### src/rtl/accelerant_pkg.sv
// Shared definitions for the Accelerant mesh configuration sequencer.
//   seq_state_t      : sequencer FSM states
//   INSTR_*          : PE instruction encodings carried on pe_instruction
//   DEFAULT_PIPE_LAT : PE input-register plus output-register latency
package accelerant_pkg;

    typedef enum logic [1:0] {
        IDLE  = 2'd0,
        ARMED = 2'd1,
        RUN   = 2'd2,
        DRAIN = 2'd3
    } seq_state_t;

    localparam logic [3:0] INSTR_FADD    = 4'b0000;
    localparam logic [3:0] INSTR_FMUL    = 4'b0001;
    // Data-only write: the PE updates its internal register but keeps its configuration.
    localparam logic [3:0] INSTR_DATA_WR = 4'b0010;
    localparam logic [3:0] INSTR_FMA     = 4'b0011;
    localparam logic [3:0] INSTR_SYS_FMA = 4'b1010;

    localparam int DEFAULT_PIPE_LAT = 2;

endpackage

### src/rtl/mesh_config_sequencer_run_timer.sv
// run_timer: times one compute run of the mesh.
//   clk, reset     : clock, asynchronous active-low reset
//   start_i, len_i : begin a run of len_i cycles (len_i is never 0 here)
//   abort_i        : cancel the run and flush the latency pipe immediately
//   run_active_o   : high for exactly len_i cycles after start_i
//   out_valid_o    : run_active_o delayed by PIPE_LAT cycles
//   run_end_o      : last cycle of run_active_o
//   drain_end_o    : last cycle of the PIPE_LAT-cycle drain after the run
module run_timer #(
    parameter int PIPE_LAT  = 2,
    parameter int RUN_CNT_W = 16
) (
    input  logic                 clk,
    input  logic                 reset,
    input  logic                 start_i,
    input  logic [RUN_CNT_W-1:0] len_i,
    input  logic                 abort_i,
    output logic                 run_active_o,
    output logic                 out_valid_o,
    output logic                 run_end_o,
    output logic                 drain_end_o
);

    localparam int DRAIN_W = $clog2(PIPE_LAT + 1);

    logic                 run_active_q, run_active_d;
    logic [RUN_CNT_W-1:0] cnt_q, cnt_d;
    logic [PIPE_LAT-1:0]  pipe_q, pipe_d;
    logic [DRAIN_W-1:0]   drain_q, drain_d;

    always_comb begin
        // The down-counter holds the cycles still to run including the current one.
        run_end_o    = run_active_q && (cnt_q == RUN_CNT_W'(1));
        drain_end_o  = (drain_q == DRAIN_W'(1));

        run_active_d = run_active_q;
        cnt_d        = cnt_q;
        drain_d      = drain_q;
        pipe_d       = '0;

        pipe_d[0] = run_active_q;
        for (int i = 1; i < PIPE_LAT; i++) begin
            pipe_d[i] = pipe_q[i-1];
        end

        if (drain_q != '0) begin
            drain_d = drain_q - DRAIN_W'(1);
        end

        if (start_i) begin
            run_active_d = 1'b1;
            cnt_d        = len_i;
        end else if (run_end_o) begin
            run_active_d = 1'b0;
            cnt_d        = '0;
            drain_d      = DRAIN_W'(PIPE_LAT);
        end else if (run_active_q) begin
            cnt_d = cnt_q - RUN_CNT_W'(1);
        end

        // Abort also empties the latency pipe so out_valid drops with run_active.
        if (abort_i) begin
            run_active_d = 1'b0;
            cnt_d        = '0;
            drain_d      = '0;
            pipe_d       = '0;
        end
    end

    always_ff @(posedge clk or negedge reset) begin
        if (!reset) begin
            run_active_q <= 1'b0;
            cnt_q        <= '0;
            pipe_q       <= '0;
            drain_q      <= '0;
        end else begin
            run_active_q <= run_active_d;
            cnt_q        <= cnt_d;
            pipe_q       <= pipe_d;
            drain_q      <= drain_d;
        end
    end

    assign run_active_o = run_active_q;
    assign out_valid_o  = pipe_q[PIPE_LAT-1];

endmodule

### src/rtl/mesh_config_sequencer.sv
// mesh_config_sequencer: programs the PEs of the Accelerant mesh, then times one compute run.
// Optional feature macro: CFG_CHECKSUM_EN adds cfg_checksum, the XOR of cfg_data over every
// accepted in-range entry (cleared by reset and by cfg_clear).
// Ports:
//   clk, reset                    : clock, asynchronous active-low reset
//   cfg_valid/cfg_ready           : config entry stream (cfg_pe, cfg_instr, cfg_data, cfg_last)
//   cfg_clear                     : request a PE clear pulse (IDLE only)
//   start, run_len, abort         : run control
//   pe_reset, pe_load             : PE clear pulse and one-hot load strobe
//   pe_instruction, pe_data       : shared PE instruction / internal data buses
//   run_active, out_valid, done   : run timing outputs
//   cfg_err                       : sticky out-of-range PE index flag
//   dbg_state_o                   : current FSM state
//
// Handshake: an entry transfers on a rising edge where cfg_valid && cfg_ready are both high;
// cfg_ready does not depend on cfg_valid, and upstream must hold the entry stable until then.
module mesh_config_sequencer
    import accelerant_pkg::*;
#(
    parameter int NUM_PES   = 16,
    parameter int PE_IDX_W  = $clog2(NUM_PES),
    parameter int PIPE_LAT  = DEFAULT_PIPE_LAT,
    parameter int RUN_CNT_W = 16
) (
    input  logic                 clk,
    input  logic                 reset,
    input  logic                 cfg_valid,
    output logic                 cfg_ready,
    input  logic [PE_IDX_W-1:0]  cfg_pe,
    input  logic [3:0]           cfg_instr,
    input  logic [31:0]          cfg_data,
    input  logic                 cfg_last,
    input  logic                 cfg_clear,
    input  logic                 start,
    input  logic                 abort,
    input  logic [RUN_CNT_W-1:0] run_len,
    output logic                 pe_reset,
    output logic [NUM_PES-1:0]   pe_load,
    output logic [3:0]           pe_instruction,
    output logic [31:0]          pe_data,
    output logic                 run_active,
    output logic                 out_valid,
    output logic                 done,
    output logic                 cfg_err,
`ifdef CFG_CHECKSUM_EN
    output logic [31:0]          cfg_checksum,
`endif
    output seq_state_t           dbg_state_o
);

    seq_state_t         state_q, state_d;
    logic               ready_en_q;
    logic [NUM_PES-1:0] pe_load_q, pe_load_d;
    logic [3:0]         pe_instr_q;
    logic [31:0]        pe_data_q;
    logic               pe_reset_q;
    logic               done_q, done_d;
    logic               cfg_err_q;

    logic in_idle, cfg_acc, pe_in_range, load_acc;
    logic start_acc, run_go, abort_acc, clear_acc;
    logic run_end, drain_end;

    always_comb begin
        in_idle     = (state_q == IDLE);
        // ready_en_q holds cfg_ready low for the first cycle after reset release.
        cfg_ready   = in_idle && !start && !cfg_clear && ready_en_q;
        cfg_acc     = cfg_valid && cfg_ready;
        pe_in_range = ({1'b0, cfg_pe} < (PE_IDX_W + 1)'(NUM_PES));
        load_acc    = cfg_acc && pe_in_range;
        start_acc   = start && (state_q == IDLE || state_q == ARMED);
        run_go      = start_acc && (run_len != '0);
        abort_acc   = abort && (state_q == RUN || state_q == DRAIN);
        clear_acc   = cfg_clear && in_idle;
    end

    always_comb begin
        pe_load_d = '0;
        for (int i = 0; i < NUM_PES; i++) begin
            pe_load_d[i] = load_acc && (cfg_pe == PE_IDX_W'(i));
        end
    end

    run_timer #(
        .PIPE_LAT  (PIPE_LAT),
        .RUN_CNT_W (RUN_CNT_W)
    ) u_run_timer (
        .clk          (clk),
        .reset        (reset),
        .start_i      (run_go),
        .len_i        (run_len),
        .abort_i      (abort_acc),
        .run_active_o (run_active),
        .out_valid_o  (out_valid),
        .run_end_o    (run_end),
        .drain_end_o  (drain_end)
    );

    always_comb begin
        state_d = state_q;
        done_d  = 1'b0;
        case (state_q)
            IDLE, ARMED: begin
                if (start_acc) begin
                    if (run_go) begin
                        state_d = RUN;
                    end else begin
                        // Zero-length run: finish immediately.
                        state_d = IDLE;
                        done_d  = 1'b1;
                    end
                end else if (cfg_acc && cfg_last) begin
                    state_d = ARMED;
                end
            end
            RUN: begin
                if (abort_acc) begin
                    state_d = IDLE;
                end else if (run_end) begin
                    state_d = DRAIN;
                end
            end
            DRAIN: begin
                if (abort_acc) begin
                    state_d = IDLE;
                end else if (drain_end) begin
                    state_d = IDLE;
                    done_d  = 1'b1;
                end
            end
            default: state_d = IDLE;
        endcase
    end

    always_ff @(posedge clk or negedge reset) begin
        if (!reset) begin
            state_q    <= IDLE;
            ready_en_q <= 1'b0;
            pe_load_q  <= '0;
            pe_instr_q <= '0;
            pe_data_q  <= '0;
            pe_reset_q <= 1'b0;
            done_q     <= 1'b0;
            cfg_err_q  <= 1'b0;
        end else begin
            state_q    <= state_d;
            ready_en_q <= 1'b1;
            pe_load_q  <= pe_load_d;
            pe_reset_q <= clear_acc;
            done_q     <= done_d;
            // Buses hold their last loaded value between loads.
            if (load_acc) begin
                pe_instr_q <= cfg_instr;
                pe_data_q  <= cfg_data;
            end
            if (clear_acc) begin
                cfg_err_q <= 1'b0;
            end else if (cfg_acc && !pe_in_range) begin
                cfg_err_q <= 1'b1;
            end
        end
    end

`ifdef CFG_CHECKSUM_EN
    logic [31:0] checksum_q;

    always_ff @(posedge clk or negedge reset) begin
        if (!reset) begin
            checksum_q <= '0;
        end else if (clear_acc) begin
            checksum_q <= '0;
        end else if (load_acc) begin
            checksum_q <= checksum_q ^ cfg_data;
        end
    end

    assign cfg_checksum = checksum_q;
`else
    // No checksum state in this build.
`endif

    assign pe_load        = pe_load_q;
    assign pe_instruction = pe_instr_q;
    assign pe_data        = pe_data_q;
    assign pe_reset       = pe_reset_q;
    assign done           = done_q;
    assign cfg_err        = cfg_err_q;
    assign dbg_state_o    = state_q;

endmodule

### config.mk
export PLATFORM = sky130hd
export DESIGN_NAME = mesh_config_sequencer
export DESIGN_NICKNAME = d
export VERILOG_FILES = /design/src/rtl/accelerant_pkg.sv /design/src/rtl/mesh_config_sequencer_run_timer.sv /design/src/rtl/mesh_config_sequencer.sv
export SDC_FILE = /design/constraint.sdc
export NUM_CORES = 1
export LEC_CHECK = 0
export CORE_UTILIZATION = 48
export CTS_CLUSTER_DIAMETER = 150
export DETAILED_ROUTE_END_ITERATION = 7
export PLACE_DENSITY = 0.85
export SYNTH_ARGS = -nofsm -noshare
export SYNTH_HDL_FRONTEND = slang
export SYNTH_SLANG_ARGS = --single-unit
### constraint.sdc
create_clock -name clk -period 5.1 [get_ports clk]
set_clock_uncertainty 0.05 [all_clocks]
set_input_delay 1.02 -clock clk [delete_from_list [all_inputs] [get_ports clk]]
set_output_delay 1.02 -clock clk [all_outputs]
set_load 0.005 [all_outputs]
# == Yosys cells after proc, flatten, opt, wreduce, memory -nomap -nowiden ==
# Index checks and enable logic that the tools add are counted.
# totals
register_bits,78
in_bits,63
output_inout_bits,60
wordCells,99
# classes
addsub,2
eq_ne,23
mux,25
reduce_logical,38
# ops
cell,count
$mux 16,4
$eq 4x4->1 const B,8
$logic_and 1x1->1,26
$mux 2,12
$eq 16x1->1 const B,1
$eq 4x3->1 const B,4
$reduce_bool 16->1,1
$sub 16x1->16 const B,1
$ne 3x3->1 const B,3
$eq 4x2->1 const B,2
$mux 1,7
$pmux 2 s3,1
$eq 2x1->1 const B,2
$eq 2x2->1 const B,2
$eq 4x1->1 const B,1
$logic_not 4->1,1
$reduce_bool 4->1,1
$reduce_and 3->1,1
$reduce_bool 3->1,1
$logic_not 1->1,2
$logic_not 2->1,1
$logic_or 1x1->1,2
$pmux 1 s2,1
$reduce_bool 2->1,1
2 further kinds,2

# == Depth between registers and ports, before layout ==
# Gate-level depths: netlist of the first run.
# logic_depth
depth_word,9
ltp_mapped,8
depth_no_buf,7

# == Cells and area by module ==
# Synthesis of the first run repeated with hierarchy kept, for this count alone.
# hier_totals
hier_cells,302
area_unflattened_um2,3704.8
# modules_own_cells
module,instances,cells_per_inst,area_per_inst_um2,seq_area_each_um2
mesh_config_sequencer,1,147,2312.2,1426.4
run_timer,1,155,1392.6,525.5

# == Worst setup path before layout of the first run ==
# Ideal clock, no wire load.
# synth_path
path_kind,input to output
startpoint,input port start
endpoint,output port cfg_ready
arrival_ns,1.290
path_slack_ns,2.740
cell_stages,2
cell_sequence,nor2_1 -> and3_1
# synth_via
elab_chain_len,4
# synth_rtl
item,line_no,source
"start, declared",mesh_config_sequencer.sv:34,"input logic start,"
$logic_not 1->1,mesh_config_sequencer.sv:67,cfg_ready = in_idle && !start && !cfg_clear && ready_en_q;
$logic_and 1x1->1 (3 in a row),mesh_config_sequencer.sv:67,
"end, declared",mesh_config_sequencer.sv:28,"output logic cfg_ready,"
# Every way passes these cells.

# == Worst setup path after layout of the first run ==
# Same ends and word-level chain as after synthesis.

==> summary.md, run 1 <==
| Metric | Value |
|---|---|
| RSZ-0062 raised after global routing | `false` |
| Setup violations, final | `0` |
| Fin. max-slew vios | `0` |
| Die Height | `86.48 um` |
| Post-cts sizing count | `0` |
| Clock transition at path regs | `about 80 ps` |
| Setup crit start kind | `primary input` |
| Post-Route WL | `8789 um` |
| Flops & latches, synth | `78` |
| Top cell by count, worst path | `clkdlybuf4s50_1` |
| Fill count | `just over 500` |
| Setup WS post-layout | `1718 ps` |
| Vias per std cell | `around 5.3` |
| Gp weighted congestion | `roughly 0.9` |
| CORE AREA | `0.006832 sq mm` |
| Critical Path RT | `just over 4000 ps` |
| I/O Pins | `123` |
| Drt initial violations | `248` |
| H-tree Lvls | `3` |
| Reg area | `0.001952 sq mm` |
| Status | `finished, final reports clean` |
| Fin cells | `583` |
| Leakage | `2.178 nW` |
| Routed length per instance | `around 15 um` |
| Count of cell types in the netlist | `51` |
| Layout cells sized above 1 | `0.06776` |
| CTS Hold Buffers Added | `0` |
| Least-Margin Pin Slew | `978.4 ps` |
| Via count | `3065` |
| Antenna cells | `0` |
| Largest net degree at the start of global routing | `between 70 and 80` |
| Setup crit end kind | `output pin` |
| Vias in the first global route | `2993` |
| TNS Setup | `0 ps` |
| Post-DP HPWL | `6344 um` |
| Sequential area share after synthesis | `0.5698` |
| MaxCap Viol Count | `0` |
| I/O Buffers | `between 100 and 150` |
| # rows | `30` |
| Mapped Cells | `362` |
| VDD IR-drop max | `0.2352 mV` |
| Fmax | `0.2957 GHz` |
| Number of flops mapped to enable cells by yosys | `0` |
| Maximum fanout along the worst path | `4` |
| P per Cell Area | `367.7 mW/mm^2` |
| Die width | `between 80 and 90 um` |
| Most crowded layer after global routing | `met2` |
| Synth Area per Inst | `9.463 sq um` |
| Minimum clock period | `3382 ps` |
| Post-synth net total | `427` |
| Met3 usage | `0.05333` |
| Fin util | `0.7114` |
| Post-CTS Setup Inserts | `0` |
| Total CTS buffers | `9` |
| GRT Overall Usage | `0.2447` |
| M2 GR Usage | `0.3939` |
| Fin. Hold Viols | `0` |
| DR DRC count | `0` |
| Slowest cell on crit path | `clkdlybuf4s50_1` |
| Main synth FF type | `dfrtp_1` |
| Nets | `547` |
| Hold crit path type | `reg2reg` |
| Area of the multi-input gates | `0.001354 sq mm` |
| Worst-Skew Late Latency | `340 ps` |
| Final period utilization | `0.6632` |
| Routed Antenna Nets | `0` |
| Clock Path Buffers | `2` |
| CTS tree | `yes` |
| Clk sinks | `78` |
| First-pass GRT wire length | `14140 um` |
| Initial antenna violation count | `0` |
| CP max stage delay | `520 ps` |
| Die area | `0.007479 sq mm` |
| Async SR Flop Fraction | `1.000` |
| Syn Std Cell Area | `0.003426 sq mm` |
| Cells along the critical path | `clkdlybuf4s50_1 -> nor2_1 -> and3_1 -> clkdlybuf4s50_1` |
| Layout area overhead | `41.86%` |
| Type of the worst setup path | `in2out` |
| Drt first pass iters | `4` |
| Placed Cells | `567` |
| Total grt overflow | `0` |
| Yosys warning count | `0` |
| Rel. slew slack | `0.3477` |
| Met1 Usage GRT | `0.3186` |
| Dpl ws | `1708 ps` |
| Root buffer cell | `clkbuf_8` |
| Starting Density | `0.5015` |
| CP arrival | `2310 ps` |
-- cells in the mapped netlist (6+ instances only) --
cell / n / area share
a21oi_1: 8 / 0.012
clkbuf_1: 9 / 0.0099
dfrtp_1: 78 / 0.57
inv_1: 6 / 0.0066
nand2_1: 126 / 0.14
nand2b_1: 6 / 0.011
nor2_1: 33 / 0.036
nor3_1: 10 / 0.015
nor4_1: 7 / 0.013
o21ai_0: 7 / 0.010
-- power by group --
part	switching [W]	internal (W)	total [W]
Sequential	0.000105	0.000740	0.000845
Combinational	0.000228	0.000291	0.000519
Clock	0.000240	0.000183	0.000422
-- layout by cell type (no fill, tap or decap), types with 6 or more instances in the layout --
cell	instances
nor3_1	10
nand2_1	126
inv_1	6
dfrtp_1	78
nor2_1	33
o21ai_0	7
a21oi_1	8
clkdlybuf4s50_1	120
clkbuf_8	9
nand2b_1	6
nor4_1	7
-- logic make-up after synthesis --
| family | after synthesis | synth area share |
|---|---|---|
| flops | 78 | 0.5698 |
| fa+ha+maj | 2 | 0.007303 |
| compound gates | 36 | 0.07524 |
| simple gates | 220 | 0.3021 |
| mux | 1 | 0.003287 |
| buf+inv | 21 | 0.03506 |
| xor+xnor | 2 | 0.005114 |
| other cells | 2 | 0.002192 |
-- per-layer routing --
layer,wire [um],part of all wire
met1,3652,0.42
met3,585,0.067
met4,312,0.035
met5,0,0
met2,4239,0.48
-- path summary, 6_finish.rpt --
| check | to | slack [ps] | from | cells past startpoint |
|---|---|---|---|---|
| worst max-delay path | cfg_ready | 1720 | start | 4 |
| worst min-delay path | u_run_timer.pipe_q[1] | 430 | u_run_timer.pipe_q[0] | 1 |
| worst max register to register | u_run_timer.cnt_q[12] | 2540 | u_run_timer.cnt_q[3] | 5 |
| worst min register to register | u_run_timer.pipe_q[1] | 430 | u_run_timer.pipe_q[0] | 1 |
| max in group asynchronous | pe_load[14] | 3590 | reset | 1 |
| min in group asynchronous | u_run_timer.cnt_q[1] | 760 | reset | 1 |
-- cell type report --
cell class | instances | share of cell area
flip-flops and latches | 78 | 0.4016
multi-input cells | 263 | 0.2786
repair buffers | 124 | 0.2533
clock buffers | 9 | 0.02549
well taps | 96 | 0.02472
clock inverters | 7 | 0.01159
inverters | 6 | 0.004634
-- worst max-delay path, delay by kind of cell --
family,cells,cell delay (ps)
buffers and inverters,2,980
AND/OR/NAND/NOR,2,310
-- flip-flops by register name, summed over array words and instances, names as in the netlist --
name	count
dbg_state_o	2
done	1
pe_data	32
pe_instruction	4
pe_load	16
pe_reset	1
ready_en_q	1
u_run_timer.cnt_q	16
u_run_timer.drain_q	2
u_run_timer.pipe_q	2
u_run_timer.run_active_o	1
-- through the flow --
stage / total power [W] / instance area (sq um) / hold WS [ps]
global placement: 0.001348 / 4679 / 387.7
finish: 0.001787 / 4860 / 428.4
floorplan: 0.001079 / 3426 / 377.7
detailed placement: 0.001371 / 4679 / 409.0
CTS: 0.001791 / 4860 / 427.5
global route: 0.001891 / 4860 / 435.1
No activity file was read; power rests on OpenSTA's default activity.
==> run 2: changes to the inputs <==
- CORE_UTILIZATION: 48 -> 40
- PLACE_DENSITY: 0.85 -> 0.76
- clock period: 5.1 -> 2.8 ns (I/O delays scaled with it)
==> run 2 against run 1 <==
Total power grew 99%. Sequential power rose by 81%. Flip-flop and latch count stayed put. Clock power rose by 150%. Via count is 1.6% higher. Core utilization is 10 points lower.
==> summary.md, run 2 (synthesis results as in run 1) <==
| Metric | Value |
|---|---|
| VDD IR-drop max | `~0.30 mV` |
| Layout area overhead | `46.20%` |
| H-tree Lvls | `3` |
| Antenna cells | `0` |
| Fin. Hold Viols | `0` |
| TNS Setup | `0 ps` |
| Nets | `554` |
| Total CTS buffers | `9` |
| Least-Margin Pin Slew | `956.3 ps` |
| Fin. max-slew vios | `0` |
| Status | `finished, final reports clean` |
| CORE AREA | `0.008258 sq mm` |
| First-pass GRT wire length | `roughly 15000 um` |
| Largest net degree at the start of global routing | `79` |
| Routed length per instance | `14.77 um` |
| Vias in the first global route | `between 2000 and 3000` |
| Vias per std cell | `5.199` |
| Final period utilization | `0.8915` |
| Total grt overflow | `0` |
| CP arrival | `1890 ps` |
| Setup crit end kind | `output pin` |
| Root buffer cell | `clkbuf_8` |
| Setup violations, final | `0` |
| CTS tree | `yes` |
| Clock Path Buffers | `2` |
| Starting Density | `0.4148` |
| Placed Cells | `583` |
| Worst-Skew Late Latency | `340 ps` |
| DR DRC count | `0` |
| # rows | `33` |
| Setup crit start kind | `primary input` |
| Via count | `3114` |
| Post-CTS Setup Inserts | `0` |
| Minimum clock period | `approximately 2500 ps` |
| Commonest cells after routing, fill and taps aside | `126 x nand2_1, 120 x clkdlybuf4s50_1, 78 x dfrtp_1` |
| P per Cell Area | `709.7 mW/mm^2` |
| Maximum fanout along the worst path | `4` |
| Fmax | `0.4006 GHz` |
| I/O Pins | `between 100 and 150` |
| MaxCap Viol Count | `0` |
| Gp weighted congestion | `0.8955` |
| I/O Buffers | `121` |
| Post-DP HPWL | `6598 um` |
| Leakage | `2.246 nW` |
| Clk sinks | `78` |
| Post-cts sizing count | `0` |
| Fin cells | `599` |
| Post-Route WL | `8846 um` |
| Type of the worst setup path | `in2out` |
| Drt initial violations | `around 240` |
| Hold crit path type | `in2async` |
| CTS Hold Buffers Added | `0` |
| Area of the multi-input gates | `0.001354 sq mm` |
| Routed Antenna Nets | `0` |
| Reg area | `around 0.0020 sq mm` |
| Die area | `0.008939 sq mm` |
| Die Height | `94.55 um` |
| Drt first pass iters | `5` |
| Clock transition at path regs | `80 ps` |
| Rel. slew slack | `0.3625` |
| GRT Overall Usage | `0.2114` |
| Layout cells sized above 1 | `0.08097` |
| RSZ-0062 raised after global routing | `false` |
| Critical Path RT | `between 2000 and 2500 ps` |
| Commonest non-fill, non-tap cell in the layout | `nand2_1` |
| Max reg flops | `32` |
| Fill count | `684` |
| Initial antenna violation count | `0` |
| Die width | `94.55 um` |
[run 2: area by class of cell]
cell class	instances	area share
clock buffers	10	0.02748
clock inverters	6	0.02298
inverters	6	0.004497
multi-input cells	263	0.2703
flip-flops and latches	78	0.3897
well taps	105	0.02623
repair buffers	131	0.2588
[run 2: routing by layer]
metal,up-vias,part of all wire,global-route usage
met2,111,0.50,0.3454
li1,1474,-,-
met1,1511,0.42,0.2724
met4,0,0.028,0.1010
met3,18,0.051,0.03704
met5,-,0,0
[run 2: critical path: stages]
cell and delay (ps):
clkdlybuf4s50_1 490, nor2_1 160, and3_1 170, clkdlybuf4s50_1 510
[run 2: worst paths after layout]
check	start	endpoint	slack [ps]	cells after the start
min	reset	u_run_timer.cnt_q[1]	280	1
max	start	cfg_ready	300	4
max in group asynchronous	reset	u_run_timer.drain_q[0]	1770	1
min reg2reg	u_run_timer.pipe_q[0]	u_run_timer.pipe_q[1]	410	1
max reg2reg	u_run_timer.cnt_q[3]	u_run_timer.cnt_q[12]	500	6
min in group clk	u_run_timer.pipe_q[0]	u_run_timer.pipe_q[1]	410	1
[run 2: report_power, final]
group / internal, W / switching [W] / leakage [nW] / total [W]
clock: 0.000623 / 0.000424 / 0.124 / 0.00105
combinational: 0.000549 / 0.000430 / 1.12 / 0.000979
sequential: 0.00135 / 0.000180 / 1.00 / 0.00153
[run 2: metrics by stage]
stage            util  setup slack, ps  total power [W]  cell area, sq um  hold slack, ps
6_report       0.6065            303.7         0.003555              5009           280.1
4_1_cts        0.6065            306.9         0.003575              5009           348.8
3_5_place_dp   0.5759            310.7         0.002524              4756           397.9
2_1_floorplan       -            570.4         0.001965              3426           214.4
3_3_place_gp   0.5759            325.2         0.002492              4756           395.7
5_1_grt        0.6065            224.7         0.003755              5009           394.8
